[src/rtl/uart_rx_pkg.sv]
// uart_rx_pkg: shared FSM state encoding and legal prescale ratios
// for the UART receive controller and its edge/bit counter.
package uart_rx_pkg;

  typedef enum logic [2:0] {
    ST_IDLE,
    ST_START,
    ST_DATA,
    ST_PARITY,
    ST_STOP
  } rx_state_e;

  localparam int PRESC_8  = 8;
  localparam int PRESC_16 = 16;
  localparam int PRESC_32 = 32;

  // Unsupported ratios fall back to the slowest legal ratio.
  function automatic int presc_legal(input int p);
    return (p == PRESC_16 || p == PRESC_32) ? p : PRESC_8;
  endfunction

endpackage

[src/rtl/uart_rx_ctrl_counter.sv]
// uart_edge_bit_counter: oversample edge counter (0..P-1) and bit counter.
// Ports: clk, reset, i_en (clears when low), i_presc (P), o_edge_cnt, o_bit_cnt.
module uart_edge_bit_counter #(
  parameter int EW = 6,
  parameter int BW = 4
) (
  input  logic          clk,
  input  logic          reset,
  input  logic          i_en,
  input  logic [EW-1:0] i_presc,
  output logic [EW-1:0] o_edge_cnt,
  output logic [BW-1:0] o_bit_cnt
);

  logic [EW-1:0] r_edge;
  logic [BW-1:0] r_bit;
  logic          w_wrap;

  assign w_wrap = (r_edge == i_presc - EW'(1));

  always_ff @(posedge clk or posedge reset) begin
    if (reset) begin
      r_edge <= '0;
      r_bit  <= '0;
    end else if (!i_en) begin
      r_edge <= '0;
      r_bit  <= '0;
    end else if (w_wrap) begin
      r_edge <= '0;
      r_bit  <= r_bit + BW'(1);
    end else begin
      r_edge <= r_edge + EW'(1);
    end
  end

  assign o_edge_cnt = r_edge;
  assign o_bit_cnt  = r_bit;

endmodule

[src/rtl/uart_rx_ctrl.sv]
// uart_rx_ctrl: oversampling UART receive controller (start/data/parity/stop).
// Ports: clk, reset, rx_in, prescale, par_en, par_typ -> sampled_bit,
// deser_en, data_valid, par_err, stp_err.
module uart_rx_ctrl
  import uart_rx_pkg::*;
#(
  parameter int DATA_WIDTH = 8,
  parameter int PRESC_W    = 6
) (
  input  logic               clk,
  input  logic               reset,
  input  logic               rx_in,
  input  logic [PRESC_W-1:0] prescale,
  input  logic               par_en,
  input  logic               par_typ,
  output logic               sampled_bit,
  output logic               deser_en,
  output logic               data_valid,
  output logic               par_err,
  output logic               stp_err
);

  localparam int BW = $clog2(DATA_WIDTH + 3);
  localparam logic [PRESC_W-1:0] ONE   = PRESC_W'(1);
  localparam logic [PRESC_W-1:0] TWO   = PRESC_W'(2);
  localparam logic [PRESC_W-1:0] THREE = PRESC_W'(3);

  rx_state_e          r_state;
  rx_state_e          w_next;
  logic [PRESC_W-1:0] r_presc;
  logic               r_par_en;
  logic               r_par_typ;
  logic [2:0]         r_smp;
  logic               r_sampled;
  logic               r_xor;
  logic               r_par_err;
  logic               r_stp_err;

  logic [PRESC_W-1:0] w_edge;
  logic [BW-1:0]      w_bit;
  logic [PRESC_W-1:0] w_half;
  logic               w_cnt_en;
  logic               w_start_det;
  logic               w_bit_end;
  logic               w_at_vote;
  logic               w_at_chk;
  logic               w_last_data;
  logic               w_vote;

  uart_edge_bit_counter #(
    .EW (PRESC_W),
    .BW (BW)
  ) u_cnt (
    .clk        (clk),
    .reset      (reset),
    .i_en       (w_cnt_en),
    .i_presc    (r_presc),
    .o_edge_cnt (w_edge),
    .o_bit_cnt  (w_bit)
  );

  assign w_cnt_en    = (r_state != ST_IDLE);
  assign w_start_det = (r_state == ST_IDLE) && !rx_in;
  assign w_half      = r_presc >> 1;
  assign w_bit_end   = (w_edge == r_presc - ONE);
  assign w_at_vote   = (w_edge == w_half + TWO);
  assign w_at_chk    = (w_edge == w_half + THREE);
  // bit_cnt is 1 during the first data bit (START wrap bumps it).
  assign w_last_data = (w_bit == BW'(DATA_WIDTH));
  assign w_vote      = (r_smp[0] & r_smp[1]) |
                       (r_smp[0] & r_smp[2]) |
                       (r_smp[1] & r_smp[2]);

  always_ff @(posedge clk or posedge reset) begin
    if (reset) r_state <= ST_IDLE;
    else       r_state <= w_next;
  end

  always_comb begin
    w_next     = r_state;
    deser_en   = 1'b0;
    data_valid = 1'b0;
    unique case (r_state)
      ST_IDLE: begin
        if (!rx_in) w_next = ST_START;
      end
      ST_START: begin
        if (w_bit_end)
          w_next = r_sampled ? ST_IDLE : ST_DATA;
      end
      ST_DATA: begin
        deser_en = w_at_chk;
        if (w_bit_end && w_last_data)
          w_next = r_par_en ? ST_PARITY : ST_STOP;
      end
      ST_PARITY: begin
        if (w_bit_end) w_next = ST_STOP;
      end
      ST_STOP: begin
        if (w_bit_end) begin
          // At P=8 the stop check and bit end share an edge, so the
          // stop condition is taken from the voted bit directly.
          data_valid = !r_par_err && r_sampled;
          w_next     = ST_IDLE;
        end
      end
      default: w_next = ST_IDLE;
    endcase
  end

  always_ff @(posedge clk or posedge reset) begin
    if (reset) begin
      r_presc   <= PRESC_W'(PRESC_8);
      r_par_en  <= 1'b0;
      r_par_typ <= 1'b0;
      r_smp     <= 3'b111;
      r_sampled <= 1'b1;
      r_xor     <= 1'b0;
      r_par_err <= 1'b0;
      r_stp_err <= 1'b0;
    end else begin
      if (w_start_det) begin
        r_presc   <= PRESC_W'(presc_legal(int'(prescale)));
        r_par_en  <= par_en;
        r_par_typ <= par_typ;
        r_xor     <= 1'b0;
        r_par_err <= 1'b0;
        r_stp_err <= 1'b0;
      end
      if (w_cnt_en) begin
        if (w_edge == w_half - ONE) r_smp[0] <= rx_in;
        if (w_edge == w_half)       r_smp[1] <= rx_in;
        if (w_edge == w_half + ONE) r_smp[2] <= rx_in;
        if (w_at_vote)              r_sampled <= w_vote;
      end
      if (r_state == ST_DATA && w_at_chk)
        r_xor <= r_xor ^ r_sampled;
      if (r_state == ST_PARITY && w_at_chk &&
          (r_xor ^ r_par_typ ^ r_sampled))
        r_par_err <= 1'b1;
      if (r_state == ST_STOP && w_at_chk && !r_sampled)
        r_stp_err <= 1'b1;
    end
  end

  assign sampled_bit = r_sampled;
  assign par_err     = r_par_err;
  assign stp_err     = r_stp_err;

endmodule
[config.mk]
export PLATFORM = sky130hd
export DESIGN_NAME = uart_rx_ctrl
export DESIGN_NICKNAME = d
export VERILOG_FILES = /design/src/rtl/uart_rx_pkg.sv /design/src/rtl/uart_rx_ctrl_counter.sv /design/src/rtl/uart_rx_ctrl.sv
export SDC_FILE = /design/constraint.sdc
export NUM_CORES = 1
export LEC_CHECK = 0
export ABC_AREA = 1
export CORE_MARGIN = 5
export CORE_UTILIZATION = 45
export CTS_CLUSTER_SIZE = 10
export DETAILED_ROUTE_END_ITERATION = 16
export HOLD_SLACK_MARGIN = 0.1
export SKIP_CTS_REPAIR_TIMING = 1
export SYNTH_ARGS = -nofsm -noshare
export SYNTH_HDL_FRONTEND = slang
export SYNTH_SLANG_ARGS = --single-unit
[constraint.sdc]
create_clock -name clk -period 5.2 [get_ports clk]
set_clock_uncertainty 0.1 [all_clocks]
set_input_delay 1.04 -clock clk [delete_from_list [all_inputs] [get_ports clk]]
set_output_delay 1.04 -clock clk [all_outputs]
set_load 0.03 [all_outputs]
==> insert_results.sql, run 1 <==
INSERT INTO impl_metrics (metric_group, metric, value, unit) VALUES
('global_routing', 'global_route.usage.total', '15.75', '%'),
('layout', 'nFillCells', '429', ''),
('layout', 'multi_input_area', '1132', 'sq um'),
('timing', 'clock.fmax', '0.2442', 'GHz'),
('routing', 'drt_iter0_drc', '91', ''),
('logic_synthesis', 'synth_nets', '293', ''),
('die', 'num_ports', '16', ''),
('clock_tree', 'cts-root-buf', 'clkbuf_8', ''),
('layout', 'final_cell_mix', 'nand2_1 (72), inv_1 (37), dfrtp_1 (23)', ''),
('logic_synthesis', 'synthesis.area', '2017', 'sq um'),
('layout', 'antenna_cells', '0', ''),
('layout', 'nNetsFinal', '310', ''),
('setup_path', 'crit_start', 'r_presc[2]', ''),
('placed_design', 'placedInstanceArea', '2208', 'sq um'),
('routing', 'wire_per_inst', '13.10', 'microns'),
('timing', 'max_slew_violations', '0', ''),
('placed_design', 'numPortBuffers', '15', ''),
('setup_path', 'worstPathCellList', 'inv_1, ha_1, a21oi_1, nor2_1, nor2_2, nand3_4, nor4b_1, clkdlybuf4s50_1', ''),
('global_routing', 'globalRouteOverflowTotal', '0', ''),
('timing', 'max_slew.worst_pin.slew', '1.073', 'ns'),
('die', 'die_area', '5921', 'sq um'),
('layout', 'synthToLayoutAreaGrowth', '13.03', '%'),
('die', 'floorplan.die.height', '76.95', 'microns'),
('setup_path', 'path_class', 'flop to primary output', ''),
('setup_path', 'timing.critical_path.slowest_stage_cell', 'clkdlybuf4s50_1', ''),
('power_and_ir_drop', 'ir_worst_vdd', '0.1980', 'mV'),
('run_status', 'outcome', 'finished clean', ''),
('die', 'die_w', '76.95', 'microns'),
('clock_tree', 'cts_tree', 'yes', ''),
('layout', 'post-route-util', '52.36', '%'),
('logic_synthesis', 'ys_warn_count', '0', ''),
('min_path', 'hold_start', 'r_smp[2]', ''),
('global_routing', 'number_of_global_route_vias_before_repair', '1637', ''),
('clock_tree', 'tritoncts.num_buffers', '3', ''),
('global_routing', 'grt_first_pass_wirelength', '7686', 'microns'),
('timing', 'setup_viol', '0', ''),
('routing', 'route.antenna.remaining_nets', '0', ''),
('logic_synthesis', 'synth_async_sr_flop_share', '100.0', '%'),
('routing', 'detail_route.wirelength', '4442', 'microns'),
('clock_tree', 'clk-insertion-delay-late', '0.28', 'ns'),
('layout', 'share_of_layout_cells_above_drive_strength_1', '9.059', '%'),
('timing', 'post-route-period-util', '78.74', '%'),
('setup_path', 'r2r.worst_path.cells', '9', ''),
('logic_synthesis', 'synth.ff_latch_count', '28', ''),
('die', 'std_cell_rows', '24', ''),
('setup_path', 'endpoint_kind', 'primary output', ''),
('power_and_ir_drop', 'total_power', '0.001087', 'W'),
('power_and_ir_drop', 'p_leak', '1.132', 'nW'),
('layout', 'post-route-cell-area', '2280', 'sq um'),
('layout', 'final_common_cell', 'nand2_1', ''),
('logic_synthesis', 'synth_seq_area_share', '35.05', '%'),
('routing', 'first_pass_drt_iterations', '4', ''),
('logic_synthesis', 'synth-main-ff-cell', 'dfrtp_1', ''),
('setup_path', 'crit_required', '4.06', 'ns'),
('timing', 'unrepaired_setup_endpoints_after_global_routing', 'no', ''),
('setup_path', 'crit_family', 'buffers and inverters', ''),
('routing', 'number_of_remaining_drc_errors', '0', ''),
('min_path', 'hold-path-cell-count', '2', ''),
('timing', 'finalHoldViolations', '0', ''),
('clock_tree', 'htreeDepth', '1', ''),
('logic_synthesis', 'syn_avg_cell_area', '7.443', 'sq um'),
('setup_path', 'worst-path-stages', '8', ''),
('setup_path', 'critical_path.max_fanout', '8', ''),
('setup_path', 'path_buf_inv', '2', ''),
('clock_tree', 'clock-sinks', '28', ''),
('logic_synthesis', 'number_of_flops_mapped_to_enable_cells_by_yosys', '0', ''),
('timing', 'final.setup.tns', '0', 'ns'),
('logic_synthesis', 'distinct_cell_type_count_after_synthesis', '36', ''),
('setup_path', 'critical_path.max_stage_delay', '0.72', 'ns'),
('die', 'initial_utilization', '46.32', '%'),
('routing', 'dr_total_vias', '1733', '');
==> synth_stat cells (all sizes together), types with 5 or more instances <==
master,n,area share (%)
nand3,22,6.6
o21ai,17,4.4
nor2,24,5.1
dfrtp,23,29
ha,11,6.8
dfstp,5,6.5
inv,41,7.6
xor2,13,5.6
nand2,74,14
a21oi,10,3.2
nand4,6,1.9
==> routing by layer <==
layer,track usage [%],vias to the layer above,part of all wire [%]
met5,0,-,0
met4,3.147,0,0.79
met3,2.693,5,5.0
met2,26.15,36,46
met1,21.50,789,48
li1,-,903,-
==> per-stage QoR <==
| step | hold slack (ns) | setup WS (ns) |
|---|---|---|
| finish | 0.3905 | 1.106 |
| global placement | 0.3667 | 1.507 |
| floorplan | 0.3569 | 1.639 |
| CTS | 0.3962 | 1.104 |
| detailed placement | 0.3754 | 1.438 |
| global route | 0.4138 | 0.8606 |
==> final timing paths <==
path,endpoint,slack (ns)
max,data_valid,1.11
min reg2reg,r_smp[2],0.39
min,r_smp[2],0.39
min in group asynchronous,u_cnt.o_bit_cnt[1],1.22
max in group asynchronous,r_state[0],3.14
max reg2reg,u_cnt.o_bit_cnt[2],2.98
==> layout make-up <==
| type | count | area share [%] |
|---|---|---|
| inverters | 41 | 6.751 |
| clock inverters | 1 | 1.317 |
| clock buffers | 3 | 1.811 |
| repair buffers | 15 | 6.586 |
| well taps | 52 | 2.854 |
| flip-flops and latches | 28 | 31.01 |
| multi-input cells | 199 | 49.67 |
==> worst register-to-register path, cell delays in order, from the launching register on <==
cell     delay (ns)
dfrtp_1        0.51
inv_1          0.22
ha_1           0.29
a21oi_1        0.22
nor2_1         0.08
nor2_2         0.18
nand3_4        0.16
nand2_4        0.19
nand3_1        0.09
o21ai_1        0.10
==> state kept, by name (all words and copies together) (netlist names) <==
name	cells
r_presc	6
sampled_bit	1
r_state	3
r_par_en	1
r_xor	1
r_par_typ	1
r_smp	3
u_cnt.o_bit_cnt	4
stp_err	1
par_err	1
u_cnt.o_edge_cnt	6
==> report_power, final <==
| part | switching, W | total (W) | leakage, nW | internal, W |
|---|---|---|---|---|
| clock | 0.0000694 | 0.000172 | 0.0357 | 0.000103 |
| sequential | 0.0000762 | 0.000376 | 0.359 | 0.000300 |
| combinational | 0.000342 | 0.000538 | 0.737 | 0.000197 |
| total | 0.000487 | 0.00109 | 1.13 | 0.000600 |
==> cells by family (layout without fill, tap and decap cells) <==
family	after synthesis	count (layout)	synth area share, %
compound gates	33	33	9.864
xor+xnor	17	17	7.382
fa+ha+maj	11	11	6.824
buf+inv	44	60	8.808
flops	28	28	35.05
simple gates	138	138	32.07
(Power assumes the default switching activity.)
==> inputs of run 2 (changes only) <==
--- a/config.mk
+++ b/config.mk
@@ -11,6 +11,7 @@
 export CTS_CLUSTER_SIZE = 10
 export DETAILED_ROUTE_END_ITERATION = 16
 export HOLD_SLACK_MARGIN = 0.1
+export PLACE_DENSITY = 0.67
 export SKIP_CTS_REPAIR_TIMING = 1
 export SYNTH_ARGS = -nofsm -noshare
 export SYNTH_HDL_FRONTEND = slang
==> constraint.sdc (replaced) <==
create_clock -name clk -period 3.4 [get_ports clk]
set_clock_uncertainty 0.1 [all_clocks]
set_input_delay 0.68 -clock clk [delete_from_list [all_inputs] [get_ports clk]]
set_output_delay 0.68 -clock clk [all_outputs]
set_load 0.03 [all_outputs]
==> insert_results.sql, run 2 (synthesized netlist as in run 1, its figures left out) <==
INSERT INTO impl_metrics (metric_group, metric, value, unit) VALUES
('run_status', 'outcome', 'finished clean', ''),
('clock_tree', 'clk_pin_slew_worst_paths', '0.10', 'ns'),
('layout', 'antenna_cells', '0', ''),
('layout', 'final_common_cell', 'nand2_1', ''),
('routing', 'route.antenna.remaining_nets', '0', ''),
('min_path', 'hold-path-cell-count', '2', ''),
('routing', 'route.detailed.vias_per_inst', '5.064', ''),
('setup_path', 'path_class', 'flop to primary output', ''),
('routing', 'wire_per_inst', '12.71', 'microns'),
('layout', 'nNetsFinal', '315', ''),
('routing', 'number_of_remaining_drc_errors', '0', ''),
('timing', 'fin_crit', '3.027', 'ns'),
('timing', 'setup_viol', '0', ''),
('placed_design', 'dp_slack', '0.2871', 'ns'),
('setup_path', 'worstReg2RegStart', 'r_state[1]', ''),
('min_path', 'hold_start', 'r_smp[2]', ''),
('routing', 'drt_iter0_drc', '138', ''),
('die', 'die_area', '5921', 'sq um'),
('min_path', 'worstHoldEndpoint', 'r_smp[2]', ''),
('routing', 'dr_total_vias', '1742', ''),
('setup_path', 'worstPathCellList', 'inv_1, ha_1, nand2_1, nand2_1, nor2_1, nand2_1, nor2_2, nand3_4, nor4b_1, dlymetal6s2s_1', ''),
('routing', 'detail_route.wirelength', '4371', 'microns'),
('global_routing', 'globalRouteOverflowTotal', '0', ''),
('setup_path', 'timing.reg2reg.setup_slack', '1.21', 'ns'),
('layout', 'finalNonFillerCells', '344', ''),
('clock_tree', 'tritoncts.num_buffers', '3', ''),
('setup_path', 'path_common_cell', 'nand2_1', ''),
('timing', 'clock.fmax', '0.3303', 'GHz'),
('setup_path', 'r2r.worst_path.cells', '6', ''),
('timing', 'max-slew-margin-rel', '34.53', '%'),
('power_and_ir_drop', 'ir_worst_vdd', '0.3300', 'mV'),
('setup_path', 'crit_family', 'simple AND/OR/NAND/NOR gates', ''),
('global_routing', 'antenna_found_initial', '0', ''),
('die', 'floorplan.die.height', '76.95', 'microns'),
('timing', 'timing.final.ws_setup', '0.3725', 'ns'),
('die', 'floorplan.core_area', '4354', 'sq um'),
('layout', 'final_cell_mix', 'nand2_1 (72), inv_1 (37), dfrtp_1 (23)', ''),
('placed_design', 'routabilityCongestion', '0.9369', ''),
('placed_design', 'dpl.cell_count', '340', ''),
('timing', 'max_slew_violations', '0', ''),
('timing', 'unrepaired_setup_endpoints_after_global_routing', 'no', ''),
('clock_tree', 'htreeDepth', '1', ''),
('power_and_ir_drop', 'pwr-share-seq', '34.6', '%'),
('routing', 'first_pass_drt_iterations', '4', ''),
('setup_path', 'critical_path.max_fanout', '4', ''),
('clock_tree', 'clk-insertion-delay-late', '0.28', 'ns'),
('setup_path', 'critical_path.max_stage_delay', '0.39', 'ns'),
('timing', 'post-route-period-util', '89.04', '%'),
('die', 'num_ports', '16', ''),
('setup_path', 'timing.critical_path.slowest_stage_cell', 'dfrtp_1', ''),
('setup_path', 'reg2reg_to', 'r_presc[4]', ''),
('setup_path', 'endpoint_kind', 'primary output', ''),
('die', 'die_w', '76.95', 'microns'),
('placed_design', 'numPortBuffers', '15', ''),
('die', 'std_cell_rows', '24', ''),
('global_routing', 'grt_first_pass_wirelength', '7610', 'microns'),
('die', 'initial_utilization', '46.32', '%'),
('clock_tree', 'cts-root-buf', 'clkbuf_8', ''),
('power_and_ir_drop', 'power_spent_charging_and_discharging_nets', '0.0007435', 'W'),
('power_and_ir_drop', 'power_per_cell_area', '716.3', 'nW/um^2'),
('power_and_ir_drop', 'p_leak', '1.195', 'nW'),
('power_and_ir_drop', 'netSwitchingFraction', '44.70', '%'),
('clock_tree', 'clock-sinks', '28', ''),
('layout', 'share_of_layout_cells_above_drive_strength_1', '10.62', '%'),
('timing', 'max_slew.worst_pin.slew', '0.9809', 'ns'),
('power_and_ir_drop', 'clock_power_share', '16.0', '%'),
('clock_tree', 'cts_tree', 'yes', ''),
('global_routing', 'maximum_number_of_pins_on_one_net_before_global_route_repair', '26', ''),
('clock_tree', 'cts-root-to-sink-buffers', '2', ''),
('setup_path', 'path_buf_inv', '2', ''),
('layout', 'synthToLayoutAreaGrowth', '15.14', '%'),
('global_routing', 'global_route.usage.total', '15.49', '%'),
('power_and_ir_drop', 'power.share.combinational', '49.4', '%'),
('flow_run', 'maxCapViolCount', '0', ''),
('global_routing', 'number_of_global_route_vias_before_repair', '1640', ''),
('setup_path', 'crit_required', '2.62', 'ns'),
('power_and_ir_drop', 'power_report.internal_total', '0.0009199', 'W'),
('placed_design', 'place.detailed.hpwl', '3387', 'microns'),
('timing', 'finalHoldViolations', '0', ''),
('min_path', 'worstHoldPathType', 'flop to flop', ''),
('setup_path', 'startpoint_type', 'flop', ''),
('power_and_ir_drop', 'total_power', '0.001663', 'W'),
('setup_path', 'cp.arrival', '2.25', 'ns');
==> run 2: cell types whose count changed in the layout (fill, tap and decap cells not counted), sizes merged <==
cell           before  now
buf                 0    5
clkdlybuf4s50      15   13
dlymetal6s2s        0    2
==> run 2: per-layer routing <==
metal	wire (microns)	vias up	GRT usage, %	share of wire (%)
met5	0	-	0	0
met4	23	0	2.098	0.53
met3	194	4	3.279	4.4
met2	1980	31	25.30	45
met1	2172	798	21.52	50
li1	-	909	-	-
==> run 2: area by class of cell <==
class,count,area [sq um]
Tap cell,52,65.06
Fill cell,439,2032
Clock buffer,3,41.29
Sequential cell,28,706.9
Timing Repair Buffer,20,192.7
Inverter,41,153.9
Multi-Input combinational cell,199,1132
Clock inverter,1,30.03
==> run 2: power by group through the flow <==
stage	logic, W	clock network, W	registers [W]
final	0.000822	0.000267	0.000575
after global routing	0.000935	0.000295	0.000595
after CTS	0.000823	0.000278	0.000575
after detailed placement	0.000817	0	0.000582
after global placement	0.000808	0	0.000578
after floorplan	0.000667	0	0.000562
==> run 2: worst max-delay path by stage <==
| stage | from | end | slack [ns] | depth (start not counted) |
|---|---|---|---|---|
| 2_1_floorplan | r_presc[2] | data_valid | 0.20 | 7 |
| 3_3_place_gp | r_presc[1] | data_valid | 0.29 | 10 |
| 3_5_place_dp | r_presc[1] | data_valid | 0.29 | 10 |
| 4_1_cts | r_presc[1] | data_valid | -0.07 | 10 |
| 5_1_grt | r_presc[3] | data_valid | 0.16 | 8 |
| 6_report | r_presc[1] | data_valid | 0.37 | 10 |
==> run 2: stage by stage <==
step | TNS, ns | area, sq um | util [%] | hold WS [ns]
finish | 0 | 2322 | 53.33 | 0.3839
global route | 0 | 2322 | 53.33 | 0.4074
CTS | -0.06612 | 2317 | 53.22 | 0.3872
detailed placement | 0 | 2246 | 51.58 | 0.3677
global placement | 0 | 2246 | 51.58 | 0.3658
floorplan | 0 | 2017 | - | 0.3569
==> run 2: worst register-to-register path: stages (launching register included) <==
cell and delay, ns:
dfrtp_1 0.45, nor3_1 0.42, inv_1 0.36, nor2_4 0.28
inv_1 0.23, nor2_1 0.16, o2bb2ai_1 0.12
==> RTL edit, RTL diff (config.mk and constraints of run 2) <==
Re-encode `rx_state_e` (5 states) as one-hot, 5 bits wide.
--- a/src/rtl/uart_rx_pkg.sv
+++ b/src/rtl/uart_rx_pkg.sv
@@ -4,8 +4,8 @@
 
-  typedef enum logic [2:0] {
-    ST_IDLE,
-    ST_START,
-    ST_DATA,
-    ST_PARITY,
-    ST_STOP
+  typedef enum logic [4:0] {
+    ST_IDLE   = 5'b00001,
+    ST_START  = 5'b00010,
+    ST_DATA   = 5'b00100,
+    ST_PARITY = 5'b01000,
+    ST_STOP   = 5'b10000
   } rx_state_e;
Function: no difference found for any inputs over 10 cycles, from zero or initial values and one cycle with reset high; not proved beyond that.
==> RTL edit against run 2 <==
Routed wire length up 3.8%; synthesized cell count up 4.8%; sequential cell count up 2; cell area up 8.6%; worst setup slack better by 0.0053 ns; sequential share of layout area down 0.37 points; power up 1.3%; clock power up 12%; area after synthesis up 8.3%; utilization about the same; critical endpoint unchanged; largest power group unchanged; highest routed layer unchanged.
==> RTL edit: results (changes against run 2) <==
timing.rr.end: "u_cnt.o_bit_cnt[2]"
r2r_start: "r_presc[2]"
path_delay_family: "buffers and inverters"
clkCellAreaFrac: 0.0362  # +0.00552
synth_area_leaders: "dfrtp_1 27%, nand2_1 12%, dfstp_2 7.2%"
ff2ff_path_depth: 11  # +5
outcome: "completed"
grt_usage: 0.165  # +0.00978
routed_wirelength_mm: 4.54  # +3.8%
viasPerCell: 4.80  # -5.3%
route.met2.wl_mm: 2.07  # +4.7%
postSynthCellCount: 284  # +4.8%
drt_iter0_drc: 58  # -58%
sh_seq_area: 0.301  # -0.00367
synth_cell_type_count: 35  # -2.8%
min_from: "stp_err"
irDropWorstVdd_uv: 308  # -6.8%
vias: 1799  # +3.3%
synth_compound_area_frac: 0.0813  # -0.0173
min_to: "stp_err"
grt_max_degree: 31  # +19%
use_met3: 0.0384  # +0.00559
nMultiInputCombCells: 206  # +3.5%
n_all_buffers: 19  # -5.0%
wl_met3_um: 149  # -23%
leakagePower_nw: 1.28  # +7.0%
hpwl_mm: 3.54  # +4.6%
syn_nets: 306  # +4.4%
clkbuf_count: 7  # +4
inverters: 45  # +9.8%
synth_xor_area_frac: 0.0911  # +0.0172
grt_pass1_vias: 1738  # +6.0%
holdWs_ns: 0.390  # +0.00566 ns
htreeDepth: 2  # +1
slew_headroom: 0.747  # +0.402
num-fill-cells: 465  # +5.9%
grt_pass1_wl_mm: 8.03  # +5.5%
place_area_um2: 2420  # +8.0%
numCtsBuffers: 5  # +2
use_met2: 0.265  # +0.0116
RTL edit: changes by cell type in the layout (fill, tap and decap cells not counted), sizes merged, moves of 2 or more:
| cell | change |
|---|---|
| xor2 | +2 |
| nor3 | -3 |
| nand4 | +2 |
| nor2 | +8 |
| nand3 | +3 |
| o21ai | -4 |
| inv | +3 |
| a21oi | +2 |
| o31ai | -4 |
| xnor2 | +2 |
| clkinv | +2 |
| clkbuf | +4 |
RTL edit: cell families (layout without fill, tap and decap cells):
kind of cell	after synthesis	after routing
xor+xnor	21	21
simple gates	146	146
flops	30	30
compound gates	27	27
buf+inv	48	72
fa+ha+maj	12	12
RTL edit: report_power, final:
group / total, W / internal, W / switching, W
registers: 0.000592 / 0.000484 / 0.000108
logic: 0.000795 / 0.000295 / 0.000500
clock network: 0.000299 / 0.000163 / 0.000136
total: 0.00169 / 0.000942 / 0.000744
